### src/rtl/shift_sequencer_if.sv
// shift_sequencer_if: request/result bundle between the CPU control FSM
// (master) and the multi-cycle shift sequencer (slave).
interface shift_sequencer_if #(
    parameter int WIDTH = 64
);
    logic             start;
    logic [WIDTH-1:0] in;
    logic [5:0]       shamt;
    logic [1:0]       op;
    logic             busy;
    logic             done;
    logic [WIDTH-1:0] out;

    modport master (
        output start, in, shamt, op,
        input  busy, done, out
    );

    modport slave (
        input  start, in, shamt, op,
        output busy, done, out
    );
endinterface

### src/rtl/shift_sequencer.sv
// shift_sequencer: multi-cycle 64-bit LSL/LSR/ASR for the LEGv8 datapath.
// One binary-weighted stage (1,2,4,8,16,32) is applied per clock from a
// single registered data word, so only a 6:1 mux of fixed shifts sits
// between flops instead of a six-level barrel shifter.
//
// Build option SHIFT_SKIP_EN: when defined, each cycle applies only the
// lowest set bit of the remaining shift mask and completes as soon as the
// mask empties (latency max(1, popcount(shamt))). When undefined, every
// stage is visited and latency is a fixed 6 cycles. Results are identical.
//
// WIDTH must stay 64 (shamt is fixed at 6 bits); NSTAGE is log2(WIDTH).

// One fixed-distance shift candidate. op: 00=LSL, 10=ASR, 01/11=LSR.
module shift_sequencer_stage #(
    parameter int WIDTH = 64,
    parameter int SH    = 1
) (
    input  logic [1:0]       op,
    input  logic [WIDTH-1:0] d,
    output logic [WIDTH-1:0] q
);
    // Fixed shift by SH with the fill selected by op
    always_comb begin
        case (op)
            2'b00:   q = {d[WIDTH-1-SH:0], {SH{1'b0}}};
            2'b10:   q = {{SH{d[WIDTH-1]}}, d[WIDTH-1:SH]};
            default: q = {{SH{1'b0}}, d[WIDTH-1:SH]};
        endcase
    end
endmodule

module shift_sequencer #(
    parameter int WIDTH  = 64,
    parameter int NSTAGE = 6
) (
    input  logic              clk,
    input  logic              reset_n,
    shift_sequencer_if.slave  bus
);
    typedef enum logic {
        IDLE  = 1'b0,
        SHIFT = 1'b1
    } state_t;

    state_t state, state_nxt;

    logic [WIDTH-1:0]             data;
    logic [WIDTH-1:0]             data_nxt;
    logic [WIDTH-1:0]             out_q;
    logic [NSTAGE-1:0]            mask;
    logic [NSTAGE-1:0]            mask_nxt;
    logic [1:0]                   op_q;
    logic                         done_q;
    logic [2:0]                   sel;
    logic                         apply;
    logic                         last;
    logic                         accept;
    logic                         finish;
    logic [NSTAGE-1:0][WIDTH-1:0] stg;
`ifndef SHIFT_SKIP_EN
    logic [2:0]                   idx;
`endif

    // All six fixed-distance candidates of the held data word
    for (genvar k = 0; k < NSTAGE; k++) begin : g_stage
        shift_sequencer_stage #(
            .WIDTH (WIDTH),
            .SH    (1 << k)
        ) u_stage (
            .op (op_q),
            .d  (data),
            .q  (stg[k])
        );
    end

    // Pick this cycle's stage, whether it applies, and whether it is the last
    always_comb begin
`ifdef SHIFT_SKIP_EN
        // Lowest set bit of the remaining mask is the stage to apply now
        sel = '0;
        for (int k = NSTAGE - 1; k >= 0; k--) begin
            if (mask[k]) sel = 3'(k);
        end
        apply    = |mask;
        mask_nxt = mask & (mask - NSTAGE'(1));
        last     = (mask_nxt == '0);
`else
        sel      = idx;
        apply    = mask[idx];
        mask_nxt = mask;
        last     = (idx == 3'(NSTAGE - 1));
`endif
        data_nxt = apply ? stg[sel] : data;
    end

    // Control FSM: next state and handshake strobes
    always_comb begin
        state_nxt = state;
        accept    = 1'b0;
        finish    = 1'b0;
        case (state)
            IDLE: begin
                if (bus.start) begin
                    accept    = 1'b1;
                    state_nxt = SHIFT;
                end
            end
            SHIFT: begin
                if (last) begin
                    finish    = 1'b1;
                    state_nxt = IDLE;
                end
            end
            default: state_nxt = IDLE;
        endcase
    end

    // State register; reset aborts any in-flight operation
    always_ff @(posedge clk or negedge reset_n) begin
        if (!reset_n) state <= IDLE;
        else          state <= state_nxt;
    end

    // Operand capture, per-stage update and result/done registers
    always_ff @(posedge clk or negedge reset_n) begin
        if (!reset_n) begin
            data   <= '0;
            mask   <= '0;
            op_q   <= '0;
            out_q  <= '0;
            done_q <= 1'b0;
`ifndef SHIFT_SKIP_EN
            idx    <= '0;
`endif
        end else begin
            done_q <= 1'b0;
            if (accept) begin
                data <= bus.in;
                mask <= bus.shamt;
                op_q <= bus.op;
`ifndef SHIFT_SKIP_EN
                idx  <= '0;
`endif
            end else if (state == SHIFT) begin
                data <= data_nxt;
                mask <= mask_nxt;
`ifndef SHIFT_SKIP_EN
                idx  <= idx + 3'd1;
`endif
                if (finish) begin
                    out_q  <= data_nxt;
                    done_q <= 1'b1;
                end
            end
        end
    end

    assign bus.busy = (state == SHIFT);
    assign bus.done = done_q;
    assign bus.out  = out_q;
endmodule

### src/flat_wrapper.sv
// flat-port wrapper written by rule: the top's interface ports become plain ports
module shift_sequencer_flat 
#(
    parameter int WIDTH  = 64,
    parameter int NSTAGE = 6
)
  (clk, reset_n, bus_start, bus_in, bus_shamt, bus_op, bus_busy, bus_done, bus_out);
  shift_sequencer_if #(.WIDTH(WIDTH)) bus_i ();
  input  logic clk;
  input  logic reset_n;
  input wire logic [$bits(bus_i.start)-1:0] bus_start;
  input wire logic [$bits(bus_i.in)-1:0] bus_in;
  input wire logic [$bits(bus_i.shamt)-1:0] bus_shamt;
  input wire logic [$bits(bus_i.op)-1:0] bus_op;
  output wire logic [$bits(bus_i.busy)-1:0] bus_busy;
  output wire logic [$bits(bus_i.done)-1:0] bus_done;
  output wire logic [$bits(bus_i.out)-1:0] bus_out;
  assign bus_i.start = bus_start;
  assign bus_i.in = bus_in;
  assign bus_i.shamt = bus_shamt;
  assign bus_i.op = bus_op;
  assign bus_busy = bus_i.busy;
  assign bus_done = bus_i.done;
  assign bus_out = bus_i.out;
  shift_sequencer #(.WIDTH(WIDTH), .NSTAGE(NSTAGE)) u_core (.clk(clk), .reset_n(reset_n), .bus(bus_i));
endmodule
### config.mk
export PLATFORM = sky130hd
export DESIGN_NAME = shift_sequencer_flat
export DESIGN_NICKNAME = d
export VERILOG_FILES = /design/src/rtl/shift_sequencer_if.sv /design/src/rtl/shift_sequencer.sv /design/src/flat_wrapper.sv
export SDC_FILE = /design/constraint.sdc
export NUM_CORES = 1
export LEC_CHECK = 0
export BUFFER_PORTS_ARGS = -buffer_cell sky130_fd_sc_hd__buf_2
export CAP_MARGIN = 20
export CORE_MARGIN = 4
export CORE_UTILIZATION = 40
export DETAILED_ROUTE_END_ITERATION = 8
export PLACE_DENSITY = 0.67
export SLEW_MARGIN = 25
export SYNTH_ARGS = -nofsm -noshare
export SYNTH_HDL_FRONTEND = slang
export SYNTH_HIERARCHICAL = 1
export SYNTH_SLANG_ARGS = --single-unit
### constraint.sdc
create_clock -name clk -period 4.05 [get_ports clk]
set_clock_uncertainty 0.1 [all_clocks]
set_input_delay 0 -clock clk [delete_from_list [all_inputs] [get_ports clk]]
set_output_delay 0 -clock clk [all_outputs]
set_load 0.02 [all_outputs]
==> results of run 1 <==
critical path, delay by kind of cell (launching register included):
family,cells,cell delay (ns)
simple gates,2,0.82
buf+inv,1,0.44
mux,2,0.57
compound gates,2,0.57
flops,1,0.64
registers in the layout, summed over array words and instances, names as in the netlist:
signal           count
u_core/data         64
u_core/op_q          2
u_core/bus.done      1
u_core/bus.out      64
u_core/idx           3
u_core/bus.busy      1
u_core/mask          6
kinds of logic after synthesis:
logic type	synth area share (%)
mux	40.0
fa+ha+maj	0.165
buf+inv	7.11
compound gates	16.4
flops	23.2
simple gates	13.1
metal layers:
| metal | wire, um | vias to the layer above | track usage, % |
|---|---|---|---|
| li1 | - | 5998 | - |
| met1 | 22300 | 6889 | 35.1 |
| met5 | 15 | - | 0 |
| met3 | 5560 | 167 | 5.56 |
| met4 | 2310 | 2 | 11.8 |
| met2 | 25100 | 926 | 40.2 |
worst paths after layout:
check	startpoint	to	slack [ns]	depth (start not counted)
max in group asynchronous	reset_n	u_core/data[32]	2.77	3
worst min register to register	u_core/bus.out[10]	u_core/bus.out[10]	0.38	2
min in group clk	bus_shamt[3]	u_core/mask[3]	0.22	3
worst max register to register	u_core/op_q[1]	u_core/data[30]	0.75	7
worst max-delay path	u_core/op_q[1]	u_core/data[30]	0.75	7
worst min-delay path	reset_n	u_core/mask[1]	0.04	2
cell type report:
cell class                      count  area [um^2]
Clock buffer                       17          425
Timing Repair Buffer              249         1760
Sequential cell                   141         3540
Tap cell                          511          639
Fill cell                        3547        20400
Multi-Input combinational cell   1208        10600
Inverter                           21         78.8
Clock inverter                     15          151
synth_stat cells (all sizes together) (36+ instances only):
cell      n
a21oi    81
mux4     65
buf      94
nor2    118
a211oi   90
mux2i    68
o41ai    75
o21ai    36
clkbuf   59
nand2b   64
nor2b    64
nand2   120
dfrtp   141
nor3     47
mux2    314
through the flow:
| step | hold slack, ns | area, um^2 |
|---|---|---|
| 6_report | 0.0428 | 17200 |
| 5_1_grt | 0.0882 | 17200 |
| 3_3_place_gp | -0.0366 | 15900 |
| 2_1_floorplan | -0.396 | 15200 |
| 4_1_cts | 0.0659 | 17200 |
| 3_5_place_dp | -0.0275 | 15900 |
what timing repair did:
action                    4_1_cts  5_1_grt
hold endpoints to repair      140        0
buffers inserted                0        0
hold buffers                   73        0
==> metrics, run 1 <==
Cell variety after synth a little over 40; Detail Route Antenna Nets 0; Final Util 45.8%; number of flops mapped to enable cells by yosys 0; pin count of the biggest net entering global routing 112; die area between 40000 and 50000 um^2; Min-Delay Path Class in -> async; Cell Count, Final, Fillers Out 2162; DR iter-0 viols about 1700; FP Rows 71; Syn Inst Count around 1500; Least-Margin Pin Slew 1.11 ns; Area growth syn-to-layout 13.3%; first-pass GRT wire length 84800 um; syn_area_per_cell 9.98 um^2; Die Ht 203 um; Post-Route WL 55300 um; Final HPWL DP 34100 um; root buffer cell clkbuf_16; Setup TNS 0 ns; Max Cap Viol 0; post-synthesis sequential area ratio 23.2%; initial antenna violation count 1; setup ws final roughly 0.75 ns; Resize count post-CTS 0; Synth warnings 6; Critical Path Fanout Max 35; Clock transition at path regs about 0.070 ns; Critical Path Source Type flop; Final setup violation count 0; Yosys top cell by area dfrtp_1; WL per Instance 25.6 um; Synth Register Bits 141; RSZ-0062 raised after global routing false; Die Width a little over 200 um; post-synth top area share 23.2%; vias in the first global route 13800; crit-path cells nor2_4 -> buf_4 -> mux2_2 -> mux2i_1 -> nor3_1 -> a211oi_1 -> o41ai_1; most frequent cells in the layout mux2_2 (202), buf_2 (139), dfrtp_1 (137); Skew-Pair Late Insertion Delay 0.46 ns; Area contributors post-synth dfrtp_1 (23%), mux2_2 (15%), mux2_4 (11%); core area about 38000 um^2; drt first pass iters 5; slowest stage cell on the critical path nor2_4; CTS H-tree lvls 4; Async SR Flop Fraction 100%; worst relative slew slack about a quarter; CTS sink count between 100 and 150; all-layer global routing usage 26.0%; layout cell share with drive strength beyond 1 a little under two fifths; final worst-path cycle share 81.6%; GRT overflow 0; fmax approximately 300 MHz; CTS tree built; WS Path Type reg -> reg; count of buffers from port buffering 140; Critical Path AT roughly 3.5 ns; Slew Viols, Final 0; Final Critical Period 3.30 ns; Crit. End Element flop; outcome complete, no violations; Placer Congestion about 0.91; Synth Flop Type dfrtp_1; n_diodes 0; Via density 6.47; Max Root-Sink Buffers 2; initial core utilization between 40% and 50%; CP required 4.26 ns; CTS buffer count 17; fin nets approximately 1700; Inst Count DP just over 2000; pre-CTS worst setup slack between 0.9 and 1 ns; via count 14000; endpoints failing hold 0; worst stage delay on the critical path roughly 0.73 ns; num ports 141; Net Count, Synth 1600; DRC 0; post-synthesis cell area between 15000 and 20000 um^2; commonest non-fill, non-tap cell in the layout mux2_2
Power of run 1 is not shown: default switching activity piles up to over one toggle a cycle in this logic, so the estimate is an artifact.
==> run 2, diff against run 1 <==
Clock period 4.05 ns to 3.3 ns, I/O delays scaled along.
==> run 2 against run 1 <==
Against the previous run: wire length fell by 3.9%; sequential cell count did not move; count of clock-buffer cells in the layout rose by 2; cell area rose by 1.4%; sequential share of layout area fell by 0.28 points; die area did not move; highest routed layer unchanged.
==> metrics, run 2 (synthesized netlist as in run 1, its figures left out) <==
outcome complete, no violations; DR iter-0 viols 1550 (-9.6%); fin nets 1720 (+0.29%); Final Critical Period 2.85 ns (-0.456 ns); all-layer global routing usage 25.1% (-0.87 points); RSZ-0062 raised after global routing false; Critical Path Source Type flop; initial antenna violation count 2 (+1); WP buf/inv 1 (unchanged); vias in the first global route 13500 (-2.2%); WL per Instance 24.5 um (-4.1%); first-pass GRT wire length 82200 um (-3.1%); Least-Margin Pin Slew 0.869 ns (-0.241 ns); Critical Path Fanout Max 22 (-37%); crit-path cells nor2_4 -> buf_12 -> mux2_4 -> mux4_2 -> o2bb2ai_1 -> a21oi_1 -> o21ai_0; Die Width 203 um (unchanged); CTS buffer count 17 (unchanged); FP Rows 71 (unchanged); layout cell share with drive strength beyond 1 37.2% (+0.19 points); drt first pass iters 5 (unchanged); Via density 6.29 (-2.7%); count of buffers from port buffering 140 (unchanged); Final HPWL DP 33800 um (-0.70%); Max Cap Viol 0 (unchanged); worst relative slew slack 42.1% (+18 points); Placer Congestion 0.939 (+3.6%); via count 13600 (-2.5%); worst stage delay on the critical path 0.61 ns (-0.12 ns); die area 41200 um^2 (unchanged); Min-Delay Path Class in -> async; fmax 351 MHz (+16%); Crit. End Element flop; Die Ht 203 um (unchanged); cell family with most CP delay multiplexers; CTS tree built; Clock transition at path regs 0.07 ns (about the same); slowest stage cell on the critical path dfrtp_2; CTS sink count 141 (unchanged); core area 37600 um^2 (unchanged); commonest non-fill, non-tap cell in the layout mux2_2; Detail Route Antenna Nets 0 (unchanged); Post-Route WL 53100 um (-3.9%); Max Root-Sink Buffers 2 (unchanged); DRC 0 (unchanged); num ports 141 (unchanged); most frequent cells in the layout mux2_2 (202), buf_2 (139), dfrtp_1 (137); final worst-path cycle share 86.3% (+4.7 points); pin count of the biggest net entering global routing 112 (unchanged); endpoints failing hold 0 (unchanged); CTS H-tree lvls 4 (unchanged); GRT overflow 0 (unchanged); Setup TNS 0 ns (unchanged); Area growth syn-to-layout 14.9%; Critical Path AT 3.07 ns (-0.44 ns); n_diodes 0 (unchanged); Final setup violation count 0 (unchanged); CP required 3.52 ns (-0.74 ns); WS Path Type reg -> reg; initial core utilization 40.5% (unchanged); Skew-Pair Late Insertion Delay 0.45 ns (about the same); Slew Viols, Final 0 (unchanged); root buffer cell clkbuf_16
[run 2: layer usage]
metal,GRT usage (%),wire [um]
met1,34.4,22100
met5,0,27
met4,8.03,1390
met2,40.3,25000
met3,4.97,4610
[run 2: path summary, 6_finish.rpt]
path,depth (start not counted),slack (ns),end,start
min in group clk,3,0.11,u_core/bus.busy,bus_start
worst max register to register,7,0.45,u_core/bus.out[25],u_core/op_q[0]
max in group asynchronous,3,2.18,u_core/data[27],reset_n
worst min register to register,2,0.37,u_core/bus.out[9],u_core/bus.out[9]
worst min-delay path,2,0.08,u_core/mask[1],reset_n
worst max-delay path,7,0.45,u_core/bus.out[25],u_core/op_q[0]
[run 2: metrics by stage]
step                utilization (%)  cells  hold WS, ns  setup slack [ns]  area, um^2
finish                         46.5   2167       0.0807             0.451       17500
global route                   46.5   2167        0.160             0.341       17500
CTS                            46.5   2167        0.109             0.492       17500
detailed placement             42.9   2062       0.0531             0.507       16100
global placement               42.9   2062       0.0496             0.546       16100
floorplan                         -   1523       -0.396             0.494       15200
[run 2: repair_timing]
action                     in CTS  in global routing
buffers inserted                0                  0
hold endpoints to repair      157                  0
gates resized for setup         0                  0
setup endpoints to repair       0                  0
hold buffers                   73                  0
[run 2: worst reg2reg max path: stages, from the launching register on]
cell and delay, ns:
dfrtp_2 0.61, nor2_4 0.41, buf_12 0.25, mux2_4 0.32, mux4_2 0.47, o2bb2ai_1 0.15
a21oi_1 0.27, o21ai_0 0.14
[run 2: cell type report]
type | instances | area, um^2
clock buffer | 19 | 453
clock inverter | 13 | 163
fill | 3559 | 20100
inverter | 21 | 78.8
multi-input combinational | 1208 | 10600
sequential | 141 | 3540
tap | 511 | 639
timing repair buffer | 254 | 1960
Power of run 2 is left out for the same reason.
==> run 3, diff against run 2 <==
Settings changed: MAX_ROUTING_LAYER set to met4.
==> run 3 against run 2 <==
Against the previous run: register-to-register slack got worse by 0.12 ns; non-clock buffer count did not move; critical endpoint is now u_core/bus.out[30]; cell area fell by 0.43%; utilization fell by 0.20 points; sequential share of layout area rose by 0.087 points; setup slack got worse by 0.12 ns.
==> metrics, run 3 (synthesized netlist as in run 1, its figures left out) <==
Fill cells 3548 (-0.31%); Critical Path Fanout Max 31 (+41%); reg2reg setup slack 0.33 ns (-0.12 ns); root buffer cell clkbuf_16; CP required 3.52 ns (about the same); Crit. End Element flop; first-pass GRT wire length 83200 um (+1.2%); commonest non-fill, non-tap cell in the layout mux2_2; Least-Margin Pin Slew 0.881 ns (+0.0126 ns); WS Path Type reg -> reg; final worst-path cycle share 89.9% (+3.5 points); Placer Congestion 0.960 (+2.2%); GRT overflow 0 (unchanged); Max Cap Viol 0 (unchanged); pin count of the biggest net entering global routing 112 (unchanged); vias in the first global route 13700 (+2.0%); WL per Instance 24.9 um (+1.6%); CTS sink count 141 (unchanged); FP Rows 71 (unchanged); layout cell share with drive strength beyond 1 37.1% (-0.12 points); core area 37600 um^2 (unchanged); num ports 141 (unchanged); count of buffers from port buffering 140 (unchanged); Post-Route WL 54000 um (+1.7%); crit path from u_core/op_q[0]; Max Root-Sink Buffers 2 (unchanged); Critical Path AT 3.18 ns (+0.11 ns); fin nets 1720 (unchanged); outcome complete, no violations; Critical Path Source Type flop; via count 13900 (+1.7%); RSZ-0062 raised after global routing false; CTS tree built; worst relative slew slack 41.2% (-0.84 points); Skew-Pair Late Insertion Delay 0.46 ns (about the same); r2r startpoint u_core/op_q[0]; endpoints failing hold 0 (unchanged); CTS H-tree lvls 4 (unchanged); fmax 337 MHz (-3.9%); Final setup violation count 0 (unchanged); die area 41200 um^2 (unchanged); initial core utilization 40.5% (unchanged); Clock transition at path regs 0.07 ns (about the same); Detail Route Antenna Nets 0 (unchanged); Slew Viols, Final 0 (unchanged); most frequent cells in the layout mux2_2 (202), buf_2 (139), dfrtp_1 (137); drt first pass iters 6 (+1); Final Critical Period 2.97 ns (+0.117 ns); initial antenna violation count 2 (unchanged); Via density 6.39 (+1.6%); Final HPWL DP 34100 um (+0.89%); Min-Delay Path Class in -> async; all-layer global routing usage 26.2% (+1.1 points); Setup TNS 0 ns (unchanged); Die Ht 203 um (unchanged); DRC 0 (unchanged); Die Width 203 um (unchanged); CTS buffer count 17 (unchanged); Area growth syn-to-layout 14.4%; DR iter-0 viols 1672 (+7.9%); Post-CTS Setup Repair Bufs 0 (unchanged)
[run 3: worst paths after layout]
kind | to | cells after the start
setup / recovery | u_core/bus.out[30] | 6
hold / removal | u_core/mask[0] | 2
setup reg to reg | u_core/bus.out[30] | 6
hold reg to reg | u_core/bus.out[27] | 2
max in group asynchronous | u_core/data[23] | 3
min in group clk | u_core/bus.busy | 3
[run 3: final cells by class]
type | count | area [um^2] | area share, %
inverter | 21 | 78.8 | 0.453
tap | 511 | 639 | 3.68
timing repair buffer | 254 | 1960 | 11.3
clock inverter | 12 | 88.8 | 0.511
sequential | 141 | 3540 | 20.3
multi-input combinational | 1208 | 10600 | 61.2
clock buffer | 20 | 447 | 2.57
antenna | 2 | 5.00 | 0.0288
[run 3: metrics by stage]
step | util (%) | hold slack, ns | setup slack [ns] | cell area, um^2 | instances
3_3_place_gp | 42.9 | 0.0428 | 0.527 | 16100 | 2062
3_5_place_dp | 42.9 | 0.0541 | 0.463 | 16100 | 2062
4_1_cts | 46.3 | 0.123 | 0.414 | 17400 | 2167
2_1_floorplan | - | -0.396 | 0.494 | 15200 | 1523
5_1_grt | 46.3 | 0.169 | 0.268 | 17400 | 2169
6_report | 46.3 | 0.0975 | 0.335 | 17400 | 2169
[run 3: metal layers]
metal | vias up | part of all wire (%) | routed length (um) | GRT usage, %
met5 | - | 0 | 0 | -
met4 | 0 | 3.0 | 1610 | 10.2
met3 | 147 | 8.1 | 4350 | 4.33
met2 | 750 | 47 | 25200 | 40.1
met1 | 6968 | 42 | 22900 | 35.0
li1 | 6001 | - | - | -
[run 3: critical path: stages, from the launching register on]
cell	delay, ns
dfrtp_2	0.60
nor2_8	0.41
buf_12	0.30
mux2_4	0.32
mux4_2	0.46
a211oi_1	0.45
o41ai_1	0.12
[run 3: what timing repair did]
item,4_1_cts,5_1_grt
hold buffers,73,0
endpoints found under the hold margin,157,0
gates resized for setup,0,0
setup endpoints to repair,0,0
Power of run 3 is left out for the same reason.
